===== config.mk =====
export PLATFORM = sky130hd
export DESIGN_NAME = x16_approx_div
export DESIGN_NICKNAME = d
export VERILOG_FILES = /design/src/rtl/x16_approx_div_pkg.sv /design/src/rtl/x16_approx_div_sub.sv /design/src/rtl/x16_approx_div.sv
export SDC_FILE = /design/constraint.sdc
export NUM_CORES = 1
export LEC_CHECK = 0
export BUFFER_PORTS_ARGS = -buffer_cell sky130_fd_sc_hd__clkbuf_2
export CORE_MARGIN = 1.5
export CORE_UTILIZATION = 55
export DETAILED_ROUTE_END_ITERATION = 10
export GPL_ROUTABILITY_DRIVEN = 0
export PLACE_DENSITY = 0.77
export SLEW_MARGIN = 20
export SYNTH_ARGS = -nofsm -noshare
export SYNTH_HDL_FRONTEND = slang
export SYNTH_SLANG_ARGS = --single-unit

===== constraint.sdc =====
create_clock -name clk -period 5.8 [get_ports clk]
set_input_delay 0.58 -clock clk [delete_from_list [all_inputs] [get_ports clk]]
set_output_delay 0.58 -clock clk [all_outputs]
set_load 0.1 [all_outputs]

===== src/rtl/x16_approx_div_pkg.sv =====
// Shared definitions for the x16 approximate divider family: widths, FSM encoding, divide-by-zero constant.
package x16_approx_div_pkg;

    localparam int DIV_W = 16;
    localparam int CNT_W = 4;

    localparam logic [DIV_W-1:0] DIV_BY_ZERO_Q = 16'hFFFF;
    localparam logic [CNT_W-1:0] CNT_MAX       = CNT_W'(DIV_W - 1);

    typedef enum logic [1:0] {
        ST_IDLE = 2'd0,
        ST_CALC = 2'd1,
        ST_DONE = 2'd2
    } state_t;

endpackage


===== src/rtl/x16_approx_div_sub.sv =====
// 17-bit trial subtractor: bits [N16-1:0] are borrow-less XOR, bits [16:N16] are an exact subtract whose
// borrow-out is the only borrow reported.
module x16_approx_sub
    import x16_approx_div_pkg::*;
#(
    parameter int N16 = 0
) (
    input  logic [DIV_W:0] a,
    input  logic [DIV_W:0] b,
    output logic [DIV_W:0] diff,
    output logic           borrow
);

    localparam int HW = DIV_W + 1 - N16;

    // One extra bit on top of the exact part captures its borrow-out.
    logic [HW:0] hi_ext;

    assign hi_ext = {1'b0, a[DIV_W:N16]} - {1'b0, b[DIV_W:N16]};
    assign borrow = hi_ext[HW];

    generate
        if (N16 > 0) begin : g_approx
            assign diff = {hi_ext[HW-1:0], a[N16-1:0] ^ b[N16-1:0]};
        end else begin : g_exact
            assign diff = hi_ext[HW-1:0];
        end
    endgenerate

endmodule


===== src/rtl/x16_approx_div.sv =====
// Iterative 16-bit radix-2 restoring divider with an approximate low-bit trial subtract.
// Optional macro X16_APPROX_DIV_EARLY_EXIT_EN: dividend<divisor finishes in one cycle with quotient 0.
module x16_approx_div
    import x16_approx_div_pkg::*;
#(
    parameter int N16 = 0
) (
    input  logic             clk,
    input  logic             resetn,
    input  logic             in_valid,
    output logic             in_ready,
    input  logic [DIV_W-1:0] dividend,
    input  logic [DIV_W-1:0] divisor,
    output logic             out_valid,
    input  logic             out_ready,
    output logic [DIV_W-1:0] quotient,
    output logic [DIV_W-1:0] remainder
);

    state_t           state_q, state_d;
    logic [CNT_W-1:0] cnt_q, cnt_d;
    logic [DIV_W-1:0] part_q, part_d;   // partial remainder R
    logic [DIV_W-1:0] qacc_q, qacc_d;   // quotient bits shifted in MSB first
    logic [DIV_W-1:0] dvd_q, dvd_d;
    logic [DIV_W-1:0] dvs_q, dvs_d;
    logic [DIV_W-1:0] quo_q, quo_d;
    logic [DIV_W-1:0] rem_q, rem_d;

    logic [DIV_W:0]   trial_s;
    logic [DIV_W:0]   trial_d;
    logic             trial_borrow;
    logic             trial_d_msb_unused;
    logic [DIV_W-1:0] calc_part;
    logic [DIV_W-1:0] calc_qacc;

    assign trial_s = {part_q, dvd_q[cnt_q]};

    x16_approx_sub #(.N16(N16)) u_sub (
        .a      (trial_s),
        .b      ({1'b0, dvs_q}),
        .diff   (trial_d),
        .borrow (trial_borrow)
    );

    assign trial_d_msb_unused = trial_d[DIV_W];
    assign calc_part = trial_borrow ? trial_s[DIV_W-1:0] : trial_d[DIV_W-1:0];
    assign calc_qacc = {qacc_q[DIV_W-2:0], ~trial_borrow};

    assign in_ready  = (state_q == ST_IDLE);
    assign out_valid = (state_q == ST_DONE);
    assign quotient  = quo_q;
    assign remainder = rem_q;

    // NOTE: every next-state signal gets its hold value first, so no path through the case leaves one
    // unassigned and no latch is inferred.
    always_comb begin
        state_d = state_q;
        cnt_d   = cnt_q;
        part_d  = part_q;
        qacc_d  = qacc_q;
        dvd_d   = dvd_q;
        dvs_d   = dvs_q;
        quo_d   = quo_q;
        rem_d   = rem_q;
        case (state_q)
            ST_IDLE: begin
                if (in_valid) begin
                    dvd_d = dividend;
                    dvs_d = divisor;
                    if (divisor == '0) begin
                        quo_d   = DIV_BY_ZERO_Q;
                        rem_d   = dividend;
                        state_d = ST_DONE;
`ifdef X16_APPROX_DIV_EARLY_EXIT_EN
                    end else if (dividend < divisor) begin
                        quo_d   = '0;
                        rem_d   = dividend;
                        state_d = ST_DONE;
`endif
                    end else begin
                        part_d  = '0;
                        qacc_d  = '0;
                        cnt_d   = CNT_MAX;
                        state_d = ST_CALC;
                    end
                end
            end
            ST_CALC: begin
                part_d = calc_part;
                qacc_d = calc_qacc;
                if (cnt_q == '0) begin
                    quo_d   = calc_qacc;
                    rem_d   = calc_part;
                    state_d = ST_DONE;
                end else begin
                    cnt_d = cnt_q - 1'b1;
                end
            end
            ST_DONE: begin
                if (out_ready) begin
                    state_d = ST_IDLE;
                end
            end
            default: state_d = ST_IDLE;
        endcase
    end

    // NOTE: state is updated with non-blocking assignments so every register samples the pre-edge values;
    // the reset is asynchronous and aborts any division in flight.
    always_ff @(posedge clk or negedge resetn) begin
        if (!resetn) begin
            state_q <= ST_IDLE;
            cnt_q   <= '0;
            part_q  <= '0;
            qacc_q  <= '0;
            dvd_q   <= '0;
            dvs_q   <= '0;
            quo_q   <= '0;
            rem_q   <= '0;
        end else begin
            state_q <= state_d;
            cnt_q   <= cnt_d;
            part_q  <= part_d;
            qacc_q  <= qacc_d;
            dvd_q   <= dvd_d;
            dvs_q   <= dvs_d;
            quo_q   <= quo_d;
            rem_q   <= rem_d;
        end
    end

endmodule


=== Yosys cells after proc, flatten, opt, wreduce, memory -nomap -nowiden ===
Cells that the tools add are included.

* Bitwise operators: 1
* Reductions and logical operators: 9
* Order comparisons: 1
* Add/subtract/negate cells: 2
* Muxes and demuxes: 24
* Equal/unequal tests: 8

{| class="wikitable"
|+ Operators by type and width
! kind !! count
|-
| $mux W16 || 9
|-
| $pmux W16 S2 || 3
|-
| $pmux W15 S2 || 1
|-
| $sub A17 B16 Y18 || 1
|-
| $logic_not A16 Y1 || 1
|-
| $mux W4 || 3
|-
| $mux W2 || 4
|-
| $ne A2 B2 Y1 const B || 4
|-
| $pmux W4 S2 || 1
|-
| $reduce_and A4 Y1 || 2
|-
| $pmux W2 S3 || 1
|-
| $reduce_and A3 Y1 || 2
|-
| $lt A4 B5 Y1 const B || 1
|-
| $bmux W1 S4 || 1
|-
| $logic_not A4 Y1 || 1
|-
| $ne A2 B1 Y1 const B || 2
|-
| $sub A4 B1 Y4 const B || 1
|-
| $eq A2 B1 Y1 const B || 1
|-
| $eq A2 B2 Y1 const B || 1
|-
| $logic_not A2 Y1 || 1
|-
| $reduce_and A2 Y1 || 1
|-
| $reduce_bool A2 Y1 || 1
|-
| $mux W1 || 1
|-
| $not A1 Y1 || 1
|}

* Bits in registers: 101
* Output and inout port bits: 34
* Word-level logic and storage cells: 53

=== Longest topological paths before layout ===
Gate-level depths: netlist of run 1.

* Word-level depth: 6
* Depth in mapped cells: 14
* Depth with buffers taken out: 13

=== By module ===
Synthesis of run 1 repeated with hierarchy kept, for this count alone.

* Cells, all modules: 465
* Area total of the unflattened synthesis: 5232.5 um2

{| class="wikitable"
|+ By module, submodules not included
! module !! area an instance (um2) !! seq. area each (um2) !! cells an instance !! times used
|-
| x16_approx_div || 4384.2 || 2527.4 || 347 || 1
|-
| x16_approx_sub || 848.3 || 0.0 || 118 || 1
|}

=== Worst setup path after synthesis of run 1 ===
No wires, ideal clock.

* Path kind: register to register
* Start: register cnt_q[0]
* End: register part_q[14]
* Slack: 2.074 ns
* Arrival time: 3.590 ns
* Buffers on the path: 1
* Required time: 5.664 ns
* Stages on the path, launching flop included: 15
* Clock period less this slack: 3.726 ns
* Cell sequence: dfrtp_1 -> clkbuf_1 -> mux4_2 -> mux4_2 -> inv_1 -> ha_1 -> inv_1 -> fa_1 -> a21o_1 -> a221o_1 -> a31oi_1 -> nor3_1 -> o31ai_1 -> a2bb2oi_1 -> o21ai_0

* Longest elaborated chain between the ends: 5

{| class="wikitable"
|+ Ends and longest elaborated chain
! item !! line !! source
|-
| from (decl) || x16_approx_div.sv:21 || <nowiki>logic [CNT_W-1:0] cnt_q, cnt_d;</nowiki>
|-
| from (signal assigned) || x16_approx_div.sv:122 || <nowiki>cnt_q <= cnt_d;</nowiki>
|-
| $bmux W1 S4 || x16_approx_div.sv:36 || <nowiki>assign trial_s = {part_q, dvd_q[cnt_q]};</nowiki>
|-
| $mux W1 (implied by the code) || x16_approx_div.sv:36 ||
|-
| $sub A17 B16 Y18 || x16_approx_div_sub.sv:19 || <nowiki>assign hi_ext = {1'b0, a[DIV_W:N16]} - {1'b0, b[DIV_W:N16]};</nowiki>
|-
| $mux W16 || x16_approx_div.sv:46 || <nowiki>assign calc_part = trial_borrow ? trial_s[DIV_W-1:0] : trial_d[DIV_W-1:0];</nowiki>
|-
| $pmux W16 S2 || x16_approx_div.sv:65 || <nowiki>case (state_q)</nowiki>
|-
| to (signal assigned) || x16_approx_div.sv:123 || <nowiki>part_q <= part_d;</nowiki>
|-
| to (decl) || x16_approx_div.sv:22 || <nowiki>logic [DIV_W-1:0] part_q, part_d;</nowiki>
|}

Every way passes these cells. The select of a mux whose other input is x is not followed.
A chain may end at the register's enable or synchronous reset.

=== Worst setup path in the final report of run 1 ===
Same ends and word-level chain as after synthesis.

==> flow_metrics.env, run 1 <==
export IMPL_status="finished, final reports clean"
export IMPL_core_area_mm2=0.008848
export IMPL_grt_pass1_vias=4036
export IMPL_syn_avg_cell_area_um2=10.00
export IMPL_ctsHoldBuffers=0
export IMPL_cpPeakStageDelay_ns=0.55
export IMPL_r2r_setup_slack_ns=1.81
export IMPL_io_pin_count=70
export IMPL_async_flop_share_pct=100.0
export IMPL_syn_num_nets=562
export IMPL_hpwl_mm=8.429
export IMPL_yosysMostFrequentCell="dfrtp_1"
export IMPL_path_max_fanout=7
export IMPL_ys_top_cells_by_count="101 x dfrtp_1, 88 x nand2_1, 58 x o21ai_0"
export IMPL_row_count=34
export IMPL_setup_viol=0
export IMPL_cts_tree="built"
export IMPL_synthCells=508
export IMPL_drive_gt1_share_pct=22.51
export IMPL_synth_edf_count=0
export IMPL_drv_slew=0
export IMPL_cts_buffer_depth=2
export IMPL_initial_core_util_pct=57.44
export IMPL_synth_area_leaders="dfrtp_1 50%, nand2_1 6.5%, o21ai_0 5.7%, ha_1 4.2%, mux2_2 3.8%"
export IMPL_vias=4043
export IMPL_max_cap_viol_count=0
export IMPL_synth_cell_types=60
export IMPL_yosysTopAreaCell="dfrtp_1"
export IMPL_wirelength_mm=12.04
export IMPL_yosys_warnings=0
export IMPL_dp_cells=665
export IMPL_rsz0062_at_grt="no"
export IMPL_syn_area_mm2=0.005082
export IMPL_cts_root_buf="clkbuf_8"
export IMPL_rr_worst_depth=13
export IMPL_critPathRequiredTime_ns=6.01
export IMPL_synthFlopType="dfrtp_1"
export IMPL_final_cells=681
export IMPL_antenna_left=0
export IMPL_io_buffers=69
export IMPL_arrival_ns=4.20
export IMPL_critPathCaptureType="flop"
export IMPL_post_cts_buffers=0
export IMPL_setup_worst_path_class="reg2reg"
export IMPL_post_route_util_pct=64.78
export IMPL_syn_to_final_growth_pct=12.78
export IMPL_final_nets=622
export IMPL_h_tree_depth=3
export IMPL_multiInputGateArea_mm2=0.002367
export IMPL_cts_resized=0
export IMPL_crit_path_cell_trace="mux4_2 > mux4_2 > inv_1 > ha_1 > inv_1 > fa_1 > a21o_1 > a221o_1 > a31oi_1 > nor3_1 > o31ai_1 > a2bb2oi_1 > o21ai_0"
export IMPL_hold_viol=0
export IMPL_fin_crit_sh_pct=68.84
export IMPL_post_drt_wl_per_cell_um=17.67
export IMPL_period_needed_ns=3.993
export IMPL_grtUsageTotal_pct=25.51
export IMPL_synth_top_area_share_pct=49.73
export IMPL_fillCellCount=713
export IMPL_rr_startpoint="cnt_q[0]"
export IMPL_worst_path_max_delay_cell="mux4_2"
export IMPL_fmax_mhz=250.4
export IMPL_first_pass_iters=4
export IMPL_r2r_end="part_q[14]"
export IMPL_max_slew_margin_rel_pct=36.53
export IMPL_grt_pass1_wl_mm=19.75
export IMPL_viasPerCell=5.937
export IMPL_drc=0
export IMPL_min_path_type="in2async"
export IMPL_cp_start_kind="flop"
export IMPL_yosysSeqAreaShare_pct=49.73
export IMPL_worstMarginPinSlew_ns=0.9497
export IMPL_diodes=0
export IMPL_dieArea_mm2=0.009827
export IMPL_cts_sinks=101
export IMPL_clk_pin_slew_ns=0.11
export IMPL_grt_antenna_before_repair=0
export IMPL_drtIter0Drc=184
export IMPL_grt_max_degree=77
export IMPL_register_area_mm2=0.002527
export IMPL_fp_dieH_um=99.13
export IMPL_die_w_um=99.13
export IMPL_ys_seq_elements=101
export IMPL_finalSetupTns_ns=0
export IMPL_overflow=0
export IMPL_clk_latency_ns=0.37
export IMPL_fin_skew_ns=0.01305
export IMPL_numCtsBuffers=9
## how the worst max path moves through the flow
stage / start / cells after the start / endpoint / slack [ns]
floorplan: cnt_q[0] / 14 / part_q[14] / 2.07
global placement: cnt_q[0] / 13 / part_q[14] / 1.99
detailed placement: cnt_q[0] / 13 / part_q[14] / 1.87
CTS: cnt_q[0] / 13 / part_q[14] / 1.83
global route: cnt_q[0] / 13 / part_q[14] / 1.63
finish: cnt_q[0] / 13 / part_q[14] / 1.81
## state kept, by name, indices dropped and copies added (netlist names)
register and flops:
part_q 16, quotient 16, dvs_q 16, qacc_q 15, remainder 16, dvd_q 16, cnt_q 4, state_q 2
## through the flow
step	hold slack [ns]	area [µm²]	setup slack, ns
after floorplan	0.2844	5082	2.074
after global placement	0.4736	5513	1.990
after detailed placement	0.4810	5517	1.869
after CTS	0.09711	5732	1.828
after global routing	0.1066	5732	1.625
final	0.09002	5732	1.807
## cells by family after synthesis
group,Yosys count,share of synthesized area (%)
compound gates,157,19.65
simple gates,140,12.41
flops,101,49.73
buf+inv,50,4.037
mux,29,7.361
fa+ha+maj,18,4.579
xor+xnor,13,2.240
## cells in the final DEF (no fill, tap or decap), types with 5 or more instances in the layout
master    synthesis  layout
a21o_1            6       6
a21oi_1          31      31
a22o_1           14      14
and3_1            6       6
buf_4             0       8
clkbuf_2          0      68
clkbuf_8          0       9
dfrtp_1         101     101
ha_1             17      17
inv_1            23      23
mux2_2           17      17
mux2i_1           7       7
mux4_2            5       5
nand2_1          88      88
nor2_1           17      17
nor3_1            5       5
o21a_1            7       7
o21ai_0          58      58
xnor2_1           8       8
xor2_1            5       5
## critical path, delay by kind of cell (launching register included)
kind,cells,cell delay [ns]
fa+ha+maj,2,0.56
simple gates,1,0.12
mux,2,1.03
buf+inv,2,0.12
compound gates,6,1.45
flops,1,0.54
## cell type report
class | count | area share [%]
Clock buffer | 9 | 2.161
Multi-Input combinational cell | 357 | 41.30
Tap cell | 108 | 2.358
Timing Repair Buffer | 76 | 6.985
Clock inverter | 7 | 1.594
Sequential cell | 101 | 44.10
Inverter | 23 | 1.506
## per-layer routing
layer	share of wire (%)	wire length (µm)	GRT usage, %
met1	44	5332	34.09
met2	49	5859	42.39
met3	4.5	538	3.935
met4	2.5	305	9.967
met5	0	0	0
Power of run 1 is left out: the tool's default activity adds up to more than one toggle a clock period on the data nets, which glitch-free logic cannot reach.
==> inputs of run 2 (changes only) <==
==> constraint.sdc (replaced) <==
create_clock -name clk -period 3.68 [get_ports clk]
set_input_delay 0.368 -clock clk [delete_from_list [all_inputs] [get_ports clk]]
set_output_delay 0.368 -clock clk [all_outputs]
set_load 0.1 [all_outputs]
==> run 2 against run 1 <==
  * First-iteration DRC count grew 12%
  * Via count up 2.3%
  * Maximum frequency rose by 10%
  * Critical endpoint is now part_q[12]
==> flow_metrics.env, run 2 (synthesized netlist as in run 1, its figures left out) <==
export IMPL_cp_start_kind="flop"
export IMPL_fin_skew_ns=0.02330
export IMPL_final_nets=637
export IMPL_post_route_util_pct=66.76
export IMPL_cts_root_buf="clkbuf_8"
export IMPL_die_w_um=99.13
export IMPL_dp_slack_ns=-0.1934
export IMPL_drc=0
export IMPL_clk_latency_ns=0.39
export IMPL_fin_crit_sh_pct=98.55
export IMPL_grt_antenna_before_repair=0
export IMPL_dp_cells=674
export IMPL_vias=4138
export IMPL_overflow=0
export IMPL_hold_viol=0
export IMPL_grtUsageTotal_pct=25.98
export IMPL_placed_area_mm2=0.005580
export IMPL_fmax_mhz=275.7
export IMPL_critPathCaptureType="flop"
export IMPL_hpwl_mm=8.534
export IMPL_fp_dieH_um=99.13
export IMPL_drive_gt1_share_pct=26.02
export IMPL_post_drt_wl_per_cell_um=17.32
export IMPL_core_area_mm2=0.008848
export IMPL_path_max_fanout=5
export IMPL_cts_buffer_depth=2
export IMPL_layout_commonest_cell="dfrtp_1"
export IMPL_fillCellCount=680
export IMPL_h_tree_depth=3
export IMPL_critPathTopFamily="multiplexers"
export IMPL_cts_sinks=101
export IMPL_cts_tree="built"
export IMPL_numCtsBuffers=9
export IMPL_cpPeakStageDelay_ns=0.51
export IMPL_crit_path_cell_trace="mux4_2 > mux4_2 > inv_2 > ha_4 > inv_2 > fa_2 > a21o_1 > a221o_1 > a221o_1 > a21oi_2 > xnor2_1 > mux2i_1 > o21ai_1"
export IMPL_drtIter0Drc=206
export IMPL_register_area_mm2=0.002529
export IMPL_critPathRequiredTime_ns=3.91
export IMPL_viasPerCell=5.945
export IMPL_final_cell_mix="100 x dfrtp_1, 88 x nand2_1, 68 x clkbuf_2"
export IMPL_period_needed_ns=3.627
export IMPL_min_path_type="in2reg"
export IMPL_multiInputGateArea_mm2=0.002409
export IMPL_final_cells=696
export IMPL_fin_area_mm2=0.005907
export IMPL_setup_slack_ns=0.05340
export IMPL_drv_slew=0
export IMPL_dieArea_mm2=0.009827
export IMPL_setup_viol=0
export IMPL_cp_num_buf_inv=2
export IMPL_worst_path_max_delay_cell="mux4_2"
export IMPL_grt_max_degree=80
export IMPL_initial_core_util_pct=57.44
export IMPL_max_cap_viol_count=0
export IMPL_grt_pass1_wl_mm=19.94
export IMPL_grt_pass1_vias=4085
export IMPL_worstMarginPinSlew_ns=0.9864
export IMPL_status="finished, final reports clean"
export IMPL_setup_worst_path_class="reg2reg"
export IMPL_arrival_ns=3.86
export IMPL_diodes=0
export IMPL_io_buffers=69
export IMPL_io_pin_count=70
export IMPL_clk_pin_slew_ns=0.12
export IMPL_r2r_setup_slack_ns=0.05
export IMPL_antenna_left=0
export IMPL_wirelength_mm=12.05
export IMPL_first_pass_iters=5
export IMPL_max_slew_margin_rel_pct=33.99
export IMPL_syn_to_final_growth_pct=16.22
export IMPL_row_count=34
export IMPL_rsz0062_at_grt="yes"
## run 2: changes by cell type in the layout (fill, tap and decap cells not counted), sizes merged
cell         delta
dlygate4sd3     +1
inv             +1
clkinv          -1
buf            +14
## run 2: final timing paths
kind | cells past startpoint | from | to
worst max-delay path | 13 | cnt_q[0] | part_q[12]
worst min-delay path | 2 | out_ready | state_q[1]
worst max register to register | 13 | cnt_q[0] | part_q[12]
worst min register to register | 2 | remainder[9] | remainder[9]
max in group asynchronous | 4 | resetn | dvd_q[9]
min in group asynchronous | 2 | resetn | dvs_q[4]
## run 2: final cells by class
type	instances	share of cell area, %
clock inverters	7	1.504
inverters	23	1.462
multi-input cells	357	40.78
clock buffers	9	2.097
flip-flops and latches	101	42.81
repair buffers	91	9.066
well taps	108	2.288
## run 2: through the flow
step	TNS [ns]	hold slack (ns)
after floorplan	0	0.07241
after global placement	-0.03692	0.4660
after detailed placement	-0.7258	0.4773
after CTS	0	0.1428
after global routing	-0.4649	0.1436
final	0	0.1456
## run 2: what timing repair did
| item | CTS | global route |
|---|---|---|
| setup buffers | 4 | 0 |
| resized for setup | 7 | 7 |
| endpoints found under the setup margin | 7 | 8 |
| hold endpoints to repair | 0 | 18 |
| pin swaps | 5 | 6 |
| hold buffers | 0 | 1 |
## run 2: per-layer routing
layer	global-route usage, %	part of all wire (%)	up-vias
met3	5.341	5.4	28
met2	42.60	48	130
met1	33.81	44	2030
met5	0	0	-
li1	-	-	1950
met4	11.38	2.7	0
Power of run 2 is left out for the same reason.
